## src/rtl/ex_div_unit.sv

```systemverilog
// Iterative radix-2 restoring divider for RV32M DIV/DIVU/REM/REMU.
// One quotient bit per cycle; divide-by-zero and signed overflow bypass the loop.
module ex_div_unit #(
    parameter int XLEN  = 32,
    parameter int CNT_W = 6
) (
    input  logic            clk,
    input  logic            rst_n,
    input  logic            start,
    input  logic            flush,
    input  logic [1:0]      op,
    input  logic [XLEN-1:0] rs1_data,
    input  logic [XLEN-1:0] rs2_data,
    input  logic [4:0]      rd_addr,
    output logic            busy,
    output logic            done,
    output logic [XLEN-1:0] result,
    output logic [4:0]      done_rd
);

    typedef enum logic [1:0] {
        S_IDLE = 2'd0,
        S_CALC = 2'd1,
        S_FIN  = 2'd2
    } state_t;

    localparam logic [XLEN-1:0]  MIN_NEG = {1'b1, {(XLEN-1){1'b0}}};
    localparam logic [CNT_W-1:0] LAST    = CNT_W'(XLEN-1);

    state_t            state, state_nx;
    logic [CNT_W-1:0]  cnt;
    logic [XLEN-1:0]   quo_q;
    logic [XLEN-1:0]   rem_q;
    logic [XLEN-1:0]   div_q;
    logic              sign_a_q;
    logic              sign_b_q;
    logic              rem_op_q;
    logic              special_q;
    logic [XLEN-1:0]   spec_q;
    logic [4:0]        rd_q;
    logic [XLEN-1:0]   result_q;
    logic [4:0]        done_rd_q;

    // Request decode
    logic              is_signed;
    logic              div_zero;
    logic              ovf;
    logic              special;
    logic [XLEN-1:0]   a_abs;
    logic [XLEN-1:0]   b_abs;
    logic [XLEN-1:0]   spec_val;

    always_comb begin
        is_signed = ~op[0];
        div_zero  = (rs2_data == '0);
        ovf       = is_signed && (rs1_data == MIN_NEG) && (rs2_data == '1);
        special   = div_zero | ovf;
        a_abs     = (is_signed && rs1_data[XLEN-1]) ? -rs1_data : rs1_data;
        b_abs     = (is_signed && rs2_data[XLEN-1]) ? -rs2_data : rs2_data;
        if (op[1])
            spec_val = div_zero ? rs1_data : '0;
        else
            spec_val = div_zero ? '1 : MIN_NEG;
    end

    // Shift-subtract step; the extra top bit of the working remainder keeps the carry
    logic [XLEN:0]     rem_sh;
    logic [XLEN:0]     diff;
    logic              take;
    logic [XLEN-1:0]   rem_nx;
    logic [XLEN-1:0]   quo_nx;

    always_comb begin
        rem_sh = {rem_q, quo_q[XLEN-1]};
        diff   = rem_sh - {1'b0, div_q};
        take   = ~diff[XLEN];
        rem_nx = take ? diff[XLEN-1:0] : rem_sh[XLEN-1:0];
        quo_nx = {quo_q[XLEN-2:0], take};
    end

    // Sign fix-up; sign bits are recorded as zero for unsigned ops
    logic [XLEN-1:0]   q_fix;
    logic [XLEN-1:0]   r_fix;
    logic [XLEN-1:0]   fin_val;

    always_comb begin
        q_fix   = (sign_a_q ^ sign_b_q) ? -quo_q : quo_q;
        r_fix   = sign_a_q ? -rem_q : rem_q;
        fin_val = special_q ? spec_q : (rem_op_q ? r_fix : q_fix);
    end

    always_ff @(posedge clk or negedge rst_n) begin
        if (!rst_n)
            state <= S_IDLE;
        else
            state <= state_nx;
    end

    always_comb begin
        state_nx = state;
        if (flush) begin
            state_nx = S_IDLE;
        end else begin
            case (state)
                S_IDLE:  if (start) state_nx = special ? S_FIN : S_CALC;
                S_CALC:  if (cnt == LAST) state_nx = S_FIN;
                S_FIN:   state_nx = S_IDLE;
                default: state_nx = S_IDLE;
            endcase
        end
    end

    always_ff @(posedge clk or negedge rst_n) begin
        if (!rst_n) begin
            cnt       <= '0;
            quo_q     <= '0;
            rem_q     <= '0;
            div_q     <= '0;
            sign_a_q  <= 1'b0;
            sign_b_q  <= 1'b0;
            rem_op_q  <= 1'b0;
            special_q <= 1'b0;
            spec_q    <= '0;
            rd_q      <= '0;
            result_q  <= '0;
            done_rd_q <= '0;
        end else begin
            case (state)
                S_IDLE: begin
                    if (start && !flush) begin
                        cnt       <= '0;
                        quo_q     <= a_abs;
                        rem_q     <= '0;
                        div_q     <= b_abs;
                        sign_a_q  <= is_signed & rs1_data[XLEN-1];
                        sign_b_q  <= is_signed & rs2_data[XLEN-1];
                        rem_op_q  <= op[1];
                        special_q <= special;
                        spec_q    <= spec_val;
                        rd_q      <= rd_addr;
                    end
                end
                S_CALC: begin
                    quo_q <= quo_nx;
                    rem_q <= rem_nx;
                    cnt   <= cnt + CNT_W'(1);
                end
                S_FIN: begin
                    // done is already visible this cycle, so commit even under flush
                    result_q  <= fin_val;
                    done_rd_q <= rd_q;
                end
                default: ;
            endcase
        end
    end

    always_comb begin
        busy    = (state != S_IDLE);
        done    = (state == S_FIN);
        result  = (state == S_FIN) ? fin_val : result_q;
        done_rd = (state == S_FIN) ? rd_q : done_rd_q;
    end

endmodule
```

## config.mk

```make
export PLATFORM = sky130hd
export DESIGN_NAME = ex_div_unit
export DESIGN_NICKNAME = d
export VERILOG_FILES = /design/src/rtl/ex_div_unit.sv
export SDC_FILE = /design/constraint.sdc
export NUM_CORES = 1
export LEC_CHECK = 0
export CAP_MARGIN = 10
export CORE_ASPECT_RATIO = 1.4
export CORE_MARGIN = 5
export CORE_UTILIZATION = 60
export CTS_BUF_LIST = sky130_fd_sc_hd__clkbuf_2
export DETAILED_ROUTE_END_ITERATION = 10
export HOLD_SLACK_MARGIN = 0.02
export PLACE_DENSITY = 0.83
export SLEW_MARGIN = 5
export SYNTH_ARGS = -nofsm -noshare
export SYNTH_HDL_FRONTEND = slang
export SYNTH_SLANG_ARGS = --single-unit
```

## constraint.sdc

```tcl
create_clock -name clk -period 3.4 [get_ports clk]
set_input_delay 0.68 -clock clk [delete_from_list [all_inputs] [get_ports clk]]
set_output_delay 0.68 -clock clk [all_outputs]
set_load 0.1 [all_outputs]
```

# Word level (Yosys, flattened, before mapping)
# Index checks and enable logic that the tools add are counted.
# Widths: inputs -> output; s select.
dict set report classes {
  n_bitwise 6
  n_eq_ne 8
  addsub 6
  reduce_logical 13
  mux 23
}
# op count
set op_table {}
lappend op_table {{$mux 32} 12}
lappend op_table {{$neg 32->32} 4}
lappend op_table {{$pmux 32 s2} 2}
lappend op_table {{$eq 32x32->1 const B} 2}
lappend op_table {{$sub 33x32->33} 1}
lappend op_table {{$logic_not 32->1} 1}
lappend op_table {{$mux 31} 1}
lappend op_table {{$pmux 6 s2} 1}
lappend op_table {{$mux 2} 4}
lappend op_table {{$add 6x1->6 const B} 1}
lappend op_table {{$eq 6x5->1 const B} 1}
lappend op_table {{$mux 6} 1}
lappend op_table {{$ne 3x3->1 const B} 2}
lappend op_table {{$reduce_and 2->1} 3}
lappend op_table {{$logic_and 1x1->1} 5}
lappend op_table {{$mux 5} 1}
lappend op_table {{$pmux 2 s2} 1}
lappend op_table {{$reduce_bool 2->1} 2}
lappend op_table {{$and 1x1->1} 2}
lappend op_table {{$eq 2x1->1 const B} 1}
lappend op_table {{$eq 2x2->1 const B} 1}
lappend op_table {{$logic_not 2->1} 1}
lappend op_table {{$ne 2x2->1 const B} 1}
lappend op_table {{$not 1->1} 2}
lappend op_table {{other kinds (3)} 3}
dict set report totals {
  ff_bits 182
  input_bits 75
}

# Logic depth before layout (Yosys ltp)
# Gate-level depths: netlist of run 1.
dict set report depth {
  word_depth 8
  depth_mapped 13
}

# Worst setup path before layout of run 1
# OpenSTA, ideal clock, no wires.
dict set report synth_timing {
  path_type {register to output}
  from {register rem_q[17]}
  to {output result[24]}
  stages_incl_launch_ff 9
  t_arrival_ns 4.340
  required_ns 2.720
  n_path_buf 0
  setup_slack_ns -1.620
  path_cell_list {dfrtp_1 -> or4_1 -> or4_1 -> a21oi_1 -> nand2_1 -> xnor2_1 -> a211oi_1 -> a21oi_1 -> o21ai_0}
}
dict set report synth_via {
  elab_chain_cells 5
}
# element line_no
set synth_rtl {}
lappend synth_rtl {{from (decl)} 33} ;# logic [XLEN-1:0] rem_q;
lappend synth_rtl {{from (signal assigned)} 145} ;# rem_q <= rem_nx;
lappend synth_rtl {{$neg 32->32} 88} ;# r_fix = sign_a_q ? -rem_q : rem_q;
lappend synth_rtl {{$mux 32} 88}
lappend synth_rtl {{$mux 32 (2 in a row)} 89} ;# fin_val = special_q ? spec_q : (rem_op_q ? r_fix : q_fix);
lappend synth_rtl {{$mux 32} -}
lappend synth_rtl {{to (decl)} 17} ;# output logic [XLEN-1:0] result,
# Every way passes these cells.

# Worst setup path after layout of run 1
dict set report layout_timing {
  from {register quo_q[10]}
  to {output result[31]}
}
dict set report layout_via {
  elab_chain_cells 5
}
# element line_no
set layout_rtl {}
lappend layout_rtl {{from (decl)} 32} ;# logic [XLEN-1:0] quo_q;
lappend layout_rtl {{from (signal assigned)} 132} ;# quo_q <= a_abs;
lappend layout_rtl {{from (signal assigned)} 144} ;# quo_q <= quo_nx;
lappend layout_rtl {{$neg 32->32} 87} ;# q_fix = (sign_a_q ^ sign_b_q) ? -quo_q : quo_q;
lappend layout_rtl {{$mux 32} 87}
lappend layout_rtl {{$mux 32 (2 in a row)} 89}
lappend layout_rtl {{$mux 32} -}
# Every way passes these cells.

==> summary.md, run 1 <==
| Metric | Value |
|---|---|
| Fin area | `16340 um2` |
| Layout cells sized above 1 | `24.34%` |
| CTS Sinks | `182` |
| Critical path arrival | `3550 ps` |
| Vias per cell | `6.459` |
| Initial antenna violation count | `1` |
| Inserted Clock Buffers | `17` |
| Top delay family on crit path | `simple AND/OR/NAND/NOR gates` |
| RSZ-0062 raised after global routing | `true` |
| Post-synth top area share | `36.55%` |
| Measured slew at the worst slew-check pin | `836.6 ps` |
| Worst r2r src | `quo_q[31]` |
| FF/Latch Area | `4569 um2` |
| Clk_skew | `45.63 ps` |
| Status | `finished, violations left` |
| I/O pins | `114` |
| Ys async rst share | `100.0%` |
| DRC Markers | `0` |
| Die height | `180.5 um` |
| Most numerous cell in the Yosys netlist | `o21ai_0` |
| Sequential fraction of the synthesis area | `36.55%` |
| First-pass GRT wire length | `61.11 mm` |
| Post-DP Area | `15300 um2` |
| Worst EP required | `2720 ps` |
| Yosys top cell by area | `dfrtp_1` |
| Chip width | `131.8 um` |
| CP bufs+invs | `3` |
| Clock root cell | `clkbuf_2` |
| Setup violators final | `31` |
| Synth-to-layout area growth | `31.12%` |
| Nets | `1843` |
| Antenna Violating Nets Remaining | `0` |
| Max VDD drop | `0.3490 mV` |
| Hold WC Path Type | `primary input to async pin` |
| Core footprint | `20480 um2` |
| Syn Std Cell Area | `12460 um2` |
| H-tree depth | `4` |
| Clock Latency Late Sink | `840 ps` |
| Crit share post-route | `124.3%` |
| Critical path class | `flip-flop to output pin` |
| Yosys warning total | `0` |
| CTS tree | `built` |
| CP max stage delay | `580 ps` |
| RD Place Congestion | `0.9281` |
| Syn nets | `1630` |
| DR iter-0 viols | `1431` |
| Min Hold Slack | `350.8 ps` |
| EDFF count, synth | `0` |
| FP Rows | `62` |
| Violated checks | `negative setup slack` |
| Synth Flop Type | `dfrtp_1` |
| Post-Route WL | `39.97 mm` |
| Final TNS setup | `-17290 ps` |
| Slack of the worst reg-to-reg path | `50 ps` |
| Critical Path, Cell by Cell | `or4_4 -> nor3_4 -> buf_6 -> nand4b_1 -> buf_4 -> o41ai_2 -> xnor2_1 -> nor2_1 -> a211oi_1 -> a21oi_1 -> o21ai_4 -> buf_12` |
| LEAKAGE | `0.007032 uW` |
| Final worst slack | `-826.5 ps` |
| Vias in the first global route | `12366` |
| Post-synth cell types | `74` |
| Top post-synthesis cells by area | `dfrtp_1 37%, o21ai_0 9.3%, xor2_1 5.8%, nand2_1 5.8%, xnor2_1 4.4%` |
| Max Clk Rate | `236.6 MHz` |
| PwrDens | `719.9 nW/um2` |
| Wire per inst | `19.99 um` |
| Most frequent cells after synthesis | `232 x o21ai_0, 193 x nand2_1, 182 x dfrtp_1, 99 x a21oi_1, 93 x nor2_1` |
| CP max stage cell | `or4_4` |
| Max-slew headroom | `44.16%` |
| DRT Pass-1 Iters | `8` |
| Slew Viols, Final | `0` |
| Layout fillers | `1320` |
| Via Count | `12912` |
| GRT overflow | `0` |
| Multi-input logic area | `8193 um2` |
| Syn Inst Count | `1516` |
| DIE AREA | `23790 um2` |
| Crit end category | `output pin` |
| Worst-case clock buffer depth | `2` |
| Clock Pin Slew Worst Setup and Hold Paths | `270 ps` |
| I/O Buffers | `113` |
| Maximum fanout along the worst path | `4` |
| Pin count of the biggest net entering global routing | `67` |
| Hold Vio Cnt, Final | `0` |
| Total track usage | `31.03%` |
| Design Power | `11760 uW` |
| Final min period | `4226 ps` |
| Crit start category | `flip-flop` |
| DP HPWL | `28.06 mm` |
| Initial Utilization | `60.84%` |
| Synth Register Bits | `182` |
| Mean Syn Cell Area | `8.219 um2` |
| Origin of the worst setup path | `quo_q[10]` |
| Max-Cap Viols | `0` |
[power by group]
part / switching [uW] / internal (uW)
clock network: 816 / 208
logic: 4290 / 3360
registers: 494 / 2590
[per-stage QoR]
stage	setup WS [ps]	std cells	utilization, %
after global placement	-90.22	1940	74.71
after detailed placement	-130.4	1940	74.71
after CTS	-822.2	1984	77.40
after global routing	-929.1	1999	79.78
final	-826.5	1999	79.78
after floorplan	-247.5	1516	-
[state kept, by name, indices dropped and copies added, names as in the netlist]
name       count
div_q         32
quo_q         32
rem_q         32
result_q      32
spec_q        32
cnt            6
done_rd_q      5
rd_q           5
state          2
rem_op_q       1
sign_a_q       1
sign_b_q       1
special_q      1
[worst register-to-register path, delay by kind of cell (launching register included)]
kind | cells | cell delay (ps)
buffers and inverters | 2 | 290
flip-flops | 1 | 410
multiplexers | 1 | 190
XOR/XNOR | 1 | 340
AND/OR/NAND/NOR | 2 | 270
adder cells (fa/ha/maj) | 2 | 650
AO/OA/AOI/OAI | 5 | 1100
[placed cells by master, fill, tap and decap left out, drive strengths merged, types with 38 or more instances in the layout]
cell type	n
o21ai	233
nand2	195
a21oi	99
buf	212
dfrtp	182
xnor2	64
inv	55
nor2	94
ha	38
clkdlybuf4s50	73
nand3	49
xor2	84
[cell type report]
type | count | share of cell area (%)
multi-input combinational | 1189 | 50.15
clock buffer | 19 | 0.5820
sequential | 182 | 27.97
inverter | 53 | 1.218
antenna | 1 | 0.01532
clock inverter | 13 | 0.6127
tap | 256 | 1.960
timing repair buffer | 286 | 17.50
[final timing paths]
path,to,cells past startpoint
worst max-delay path,result[31],12
worst min-delay path,result_q[12],2
worst max register to register,rem_q[21],13
worst min register to register,div_q[13],2
max in group asynchronous,rd_q[1],3
min in group clk,rd_q[2],3
[cells by family (layout without fill, tap and decap cells)]
group | Yosys count | count (layout) | share of synthesized area [%]
flops | 182 | 182 | 36.55
fa+ha+maj | 39 | 39 | 3.976
simple gates | 470 | 470 | 18.16
other cells | 0 | 1 | 0
mux | 29 | 29 | 2.360
compound gates | 503 | 503 | 23.97
buf+inv | 145 | 371 | 4.458
xor+xnor | 148 | 148 | 10.52
[what timing repair did]
action	CTS	global route
endpoints found under the hold margin	63	0
setup buffers	11	16
hold buffers	1	0
setup endpoints to repair	31	62
cloned	0	1
pin swaps	28	46
resized for setup	62	95
[per-layer routing]
metal | vias to the layer above | GRT usage, % | share of wire, %
met1 | 6013 | 35.81 | 36
li1 | 5851 | - | -
met3 | 258 | 5.168 | 7.6
met4 | 0 | 17.04 | 7.1
met2 | 790 | 54.48 | 50
met5 | - | 0 | 0
Power figures use the tool's default switching activity.
==> run 2: changes to the inputs <==
--- a/config.mk
+++ b/config.mk
@@ -13,6 +13,7 @@
 export DETAILED_ROUTE_END_ITERATION = 10
 export HOLD_SLACK_MARGIN = 0.02
 export PLACE_DENSITY = 0.83
+export RECOVER_POWER = 25
 export SLEW_MARGIN = 5
 export SYNTH_ARGS = -nofsm -noshare
 export SYNTH_HDL_FRONTEND = slang
==> summary.md, run 2 (synthesis results as in run 1) <==
| Metric | Value |
|---|---|
| Min Hold Slack | `366.0 ps` |
| Vias per cell | `6.424` |
| Crit start category | `flip-flop` |
| DRC Markers | `1` |
| Post-Route WL | `39.85 mm` |
| CTS tree | `built` |
| FF/Latch Area | `4569 um2` |
| Clock Latency Late Sink | `830 ps` |
| DR iter-0 viols | `1246` |
| CP max stage delay | `460 ps` |
| Max VDD drop | `0.3422 mV` |
| Status | `finished, violations left` |
| DP HPWL | `28.06 mm` |
| Clock Pin Slew Worst Setup and Hold Paths | `270 ps` |
| Layout cells sized above 1 | `24.34%` |
| Multi-input logic area | `8193 um2` |
| Worst r2r src | `quo_q[31]` |
| Met1 usage | `35.81%` |
| RD Place Congestion | `0.9281` |
| Pin count of the biggest net entering global routing | `67` |
| Min-delay src | `rd_addr[2]` |
| Wire per inst | `19.94 um` |
| Met3 GRT Util | `5.168%` |
| Critical path class | `flip-flop to output pin` |
| Slack of the worst reg-to-reg path | `60 ps` |
| Vias in the first global route | `12366` |
| Clock root cell | `clkbuf_2` |
| Worst-case clock buffer depth | `2` |
| Violated checks | `design-rule violations, max-capacitance violations, max-slew violations, negative setup slack` |
| Inserted Clock Buffers | `17` |
| H-tree depth | `4` |
| RSZ-0062 raised after global routing | `true` |
| GRT met2 Usage | `54.48%` |
| Via Count | `12841` |
| Post-DP Area | `15300 um2` |
| Origin of the worst setup path | `quo_q[16]` |
| Critical Path, Cell by Cell | `or3_1 -> nand2b_4 -> or4_1 -> a21oi_2 -> o21ai_0 -> xor2_1 -> o21ai_2 -> o21ai_1 -> mux2_4 -> buf_12` |
| I/O Buffers | `113` |
| Initial antenna violation count | `1` |
| Most frequent cells in the layout | `190 x o21ai_0, 189 x nand2_1, 172 x dfrtp_1` |
| GRT busiest layer | `met2` |
| GRT overflow | `0` |
| Core footprint | `20480 um2` |
| Hold Vio Cnt, Final | `0` |
| Fin area | `16300 um2` |
| First-pass GRT wire length | `61.11 mm` |
| Final worst slack | `-817.4 ps` |
| Chip width | `131.8 um` |
| Nets | `1843` |
| DRT Pass-1 Iters | `10` |
| DIE AREA | `23790 um2` |
| Synth-to-layout area growth | `30.83%` |
| Final min period | `4217 ps` |
| Layout fillers | `1324` |
| Max-slew headroom | `-9.987%` |
| Critical path arrival | `3540 ps` |
| Clk_skew | `46.53 ps` |
| Measured slew at the worst slew-check pin | `1650 ps` |
| Die height | `180.5 um` |
| Max-Cap Viols | `1` |
| FP Rows | `62` |
| Worst EP required | `2720 ps` |
| Max Clk Rate | `237.1 MHz` |
| I/O pins | `114` |
| Setup violators final | `31` |
| Hold WC Path Type | `primary input to flip-flop` |
| Total track usage | `31.03%` |
| CP max stage cell | `or4_1` |
| LEAKAGE | `0.007020 uW` |
| Slew Viols, Final | `67` |
| Crit share post-route | `124.0%` |
| Most common cell after layout, fill and taps aside | `o21ai_0` |
| CTS Sinks | `182` |
| PwrDens | `720.5 nW/um2` |
| Crit end category | `output pin` |
| Maximum fanout along the worst path | `5` |
| Initial Utilization | `60.84%` |
| Antenna Violating Nets Remaining | `0` |
## run 2: cell types whose count changed in the layout (fill, tap and decap cells not counted), sizes merged
cell    delta
buf        -3
clkbuf     +3
## run 2: cell type report
cell class,count,share of cell area (%)
multi-input cells,1189,50.26
flip-flops and latches,182,28.03
repair buffers,286,17.32
well taps,256,1.965
inverters,53,1.220
clock inverters,13,0.6140
clock buffers,19,0.5833
diodes,1,0.01535
## run 2: critical path: cells and delay by family (launching register included)
kind | cells | cell delay (ps)
AO/OA/AOI/OAI | 4 | 560
XOR/XNOR | 1 | 160
buffers and inverters | 1 | 170
flip-flops | 1 | 450
multiplexers | 1 | 320
AND/OR/NAND/NOR | 3 | 1050
## run 2: where the power goes
| group | leakage [uW] | internal, uW | switching [uW] |
|---|---|---|---|
| sequential | 0.00236 | 2590 | 490 |
| combinational | 0.00453 | 3360 | 4290 |
| clock | 0.000127 | 208 | 811 |
| total | 0.00702 | 6160 | 5590 |
## run 2: per-layer routing
layer  wire length (um)  part of all wire, %  up-vias
met3               3016                  7.6      242
met2              19850                   50      722
met1              14150                   36     6029
met4               2833                  7.1        0
met5                  0                    0        -
li1                   -                    -     5848
## run 2: stage by stage
stage / setup slack, ps / TNS (ps) / util, % / total power, uW / cells
2_1_floorplan: -247.5 / -247.5 / - / 7386 / 1516
3_3_place_gp: -90.22 / -324.2 / 74.71 / 9487 / 1940
3_5_place_dp: -130.4 / -572.9 / 74.71 / 9692 / 1940
4_1_cts: -822.2 / -16370 / 77.40 / 11000 / 1984
5_1_grt: -929.1 / -21020 / 79.60 / 12470 / 1999
6_report: -817.4 / -16870 / 79.60 / 11750 / 1999
## run 2: worst paths after layout
kind	to	cells past startpoint
setup / recovery	result[30]	10
hold reg to reg	div_q[13]	2
min in group asynchronous	spec_q[8]	2
max in group asynchronous	sign_b_q	3
hold / removal	rd_q[2]	3
setup reg to reg	rem_q[21]	13
## run 2: what timing repair did
| item | in CTS | in global routing |
|---|---|---|
| resized for setup | 62 | 95 |
| cloned | 0 | 1 |
| setup buffers | 11 | 16 |
| endpoints found under the setup margin | 31 | 62 |
| hold buffers | 1 | 0 |
| hold endpoints to repair | 63 | 0 |
| pin swaps | 28 | 46 |
==> run 3: changes to the inputs <==
--- a/config.mk
+++ b/config.mk
@@ -14,6 +14,7 @@
 export HOLD_SLACK_MARGIN = 0.02
 export PLACE_DENSITY = 0.83
 export RECOVER_POWER = 25
+export SKIP_CTS_REPAIR_TIMING = 1
 export SLEW_MARGIN = 5
 export SYNTH_ARGS = -nofsm -noshare
 export SYNTH_HDL_FRONTEND = slang
==> summary.md, run 3 (synthesis results as in run 1) <==
| Metric | Value |
|---|---|
| Total track usage | `30.06%` |
| CP max stage cell | `or4_1` |
| Via Count | `12799` |
| PwrDens | `720.1 nW/um2` |
| Top delay family on crit path | `simple AND/OR/NAND/NOR gates` |
| Crit start category | `flip-flop` |
| Initial Utilization | `60.84%` |
| Clock root cell | `clkbuf_2` |
| Initial antenna violation count | `1` |
| Vias in the first global route | `12194` |
| CP bufs+invs | `1` |
| Die height | `180.5 um` |
| Status | `finished, violations left` |
| Layout cells sized above 1 | `22.59%` |
| Nets | `1845` |
| Clock Pin Slew Worst Setup and Hold Paths | `260 ps` |
| DIE AREA | `23790 um2` |
| Clock Latency Late Sink | `810 ps` |
| First-pass GRT wire length | `59.30 mm` |
| RSZ-0062 raised after global routing | `true` |
| CTS tree | `built` |
| DRT Pass-1 Iters | `6` |
| Final min period | `4264 ps` |
| RD Place Congestion | `0.9281` |
| DRC Markers | `0` |
| FP Rows | `62` |
| Vias per cell | `6.396` |
| Critical path class | `flip-flop to output pin` |
| Max-slew headroom | `-9.642%` |
| Clk_skew | `36.30 ps` |
| Layout fillers | `1373` |
| Post-Route WL | `39.48 mm` |
| Design Power | `11640 uW` |
| Hold Vio Cnt, Final | `0` |
| Max Clk Rate | `234.5 MHz` |
| Synth-to-layout area growth | `29.69%` |
| Antenna Violating Nets Remaining | `0` |
| Core footprint | `20480 um2` |
| Hold WC Path Type | `primary input to flip-flop` |
| Multi-input logic area | `8075 um2` |
| Slew Viols, Final | `67` |
| Inserted Clock Buffers | `17` |
| Violated checks | `max-capacitance violations, max-slew violations, negative setup slack` |
| Wire per inst | `19.73 um` |
| Measured slew at the worst slew-check pin | `1645 ps` |
| Most common cell after layout, fill and taps aside | `o21ai_0` |
| Worst EP required | `2720 ps` |
| I/O pins | `114` |
| CP max stage delay | `520 ps` |
| Crit share post-route | `125.4%` |
| Final worst slack | `-864.1 ps` |
| Pin count of the biggest net entering global routing | `67` |
| Most frequent cells in the layout | `193 x o21ai_0, 192 x nand2_1, 173 x dfrtp_1` |
| Max VDD drop | `0.3257 mV` |
| I/O Buffers | `113` |
| CTS Sinks | `182` |
| DR iter-0 viols | `1620` |
| Worst-case clock buffer depth | `2` |
| Critical path arrival | `3580 ps` |
| Placement Setup Slack | `-130.4 ps` |
| LEAKAGE | `0.007013 uW` |
| H-tree depth | `4` |
| Critical Path, Cell by Cell | `or4_1 -> or4_4 -> a21oi_4 -> nand2_2 -> xnor2_2 -> a211oi_2 -> a21oi_2 -> o21ai_2 -> buf_12` |
| GRT overflow | `0` |
| Setup violators final | `30` |
| Max-Cap Viols | `1` |
| FF/Latch Area | `4568 um2` |
| Chip width | `131.8 um` |
| Maximum fanout along the worst path | `3` |
| DP HPWL | `28.06 mm` |
| Crit end category | `output pin` |
run 3: changes by cell type in the layout (fill, tap and decap cells not counted), moves of 4 or more:
cell and delta:
nor2_2 -4, a211oi_2 -9, nor2_1 +5, a211oi_1 +9, a21oi_2 -9, a21oi_1 +10, buf_4 +10, buf_6 -9
run 3: final cells by class:
cell class / count / share of cell area [%]
tap: 256 / 1.982
timing repair buffer: 287 / 17.30
inverter: 53 / 1.254
clock inverter: 13 / 0.6194
sequential: 182 / 28.27
clock buffer: 19 / 0.5884
antenna: 1 / 0.01548
multi-input combinational: 1190 / 49.97
run 3: final timing paths:
check,endpoint,start,cells after the start,slack [ps]
setup / recovery,result[24],rem_q[9],9,-860
hold / removal,rd_q[2],rd_addr[2],3,370
setup reg to reg,rem_q[3],quo_q[31],13,70
hold reg to reg,div_q[13],div_q[13],2,510
max in group asynchronous,sign_b_q,rst_n,3,440
min in group asynchronous,result_q[12],rst_n,2,750
run 3: layer usage:
layer / vias to the layer above / global-route usage, % / wire, um
li1: 5857 / - / -
met1: 6014 / 34.38 / 14020
met2: 712 / 53.62 / 20150
met3: 216 / 4.777 / 2944
met4: 0 / 15.85 / 2367
met5: - / 0 / 0
run 3: power by group:
part,switching (uW),internal (uW)
combinational,4240,3300
clock,804,208
sequential,491,2590
run 3: worst register-to-register path: stages, from the launching register on:
cell       delay (ps)
dfrtp_1           410
inv_1              80
ha_1              230
fa_1              410
nor2b_1           190
o2111ai_1         150
a21oi_1           180
nor3_1             80
o21a_1            250
o311a_4           420
buf_4             170
xor2_4            190
a2111oi_0         380
a221o_1           170
run 3: per-stage QoR:
stage	area (um2)	util [%]	TNS, ps	hold WS (ps)	std cells
after global routing	16160	78.91	-21530	345.7	2001
after detailed placement	15300	74.71	-572.9	464.2	1940
after floorplan	12690	-	-247.5	384.4	1516
after global placement	15300	74.71	-324.2	457.7	1940
after CTS	15490	75.66	-19160	-193.2	1972
final	16160	78.91	-17090	371.9	2001
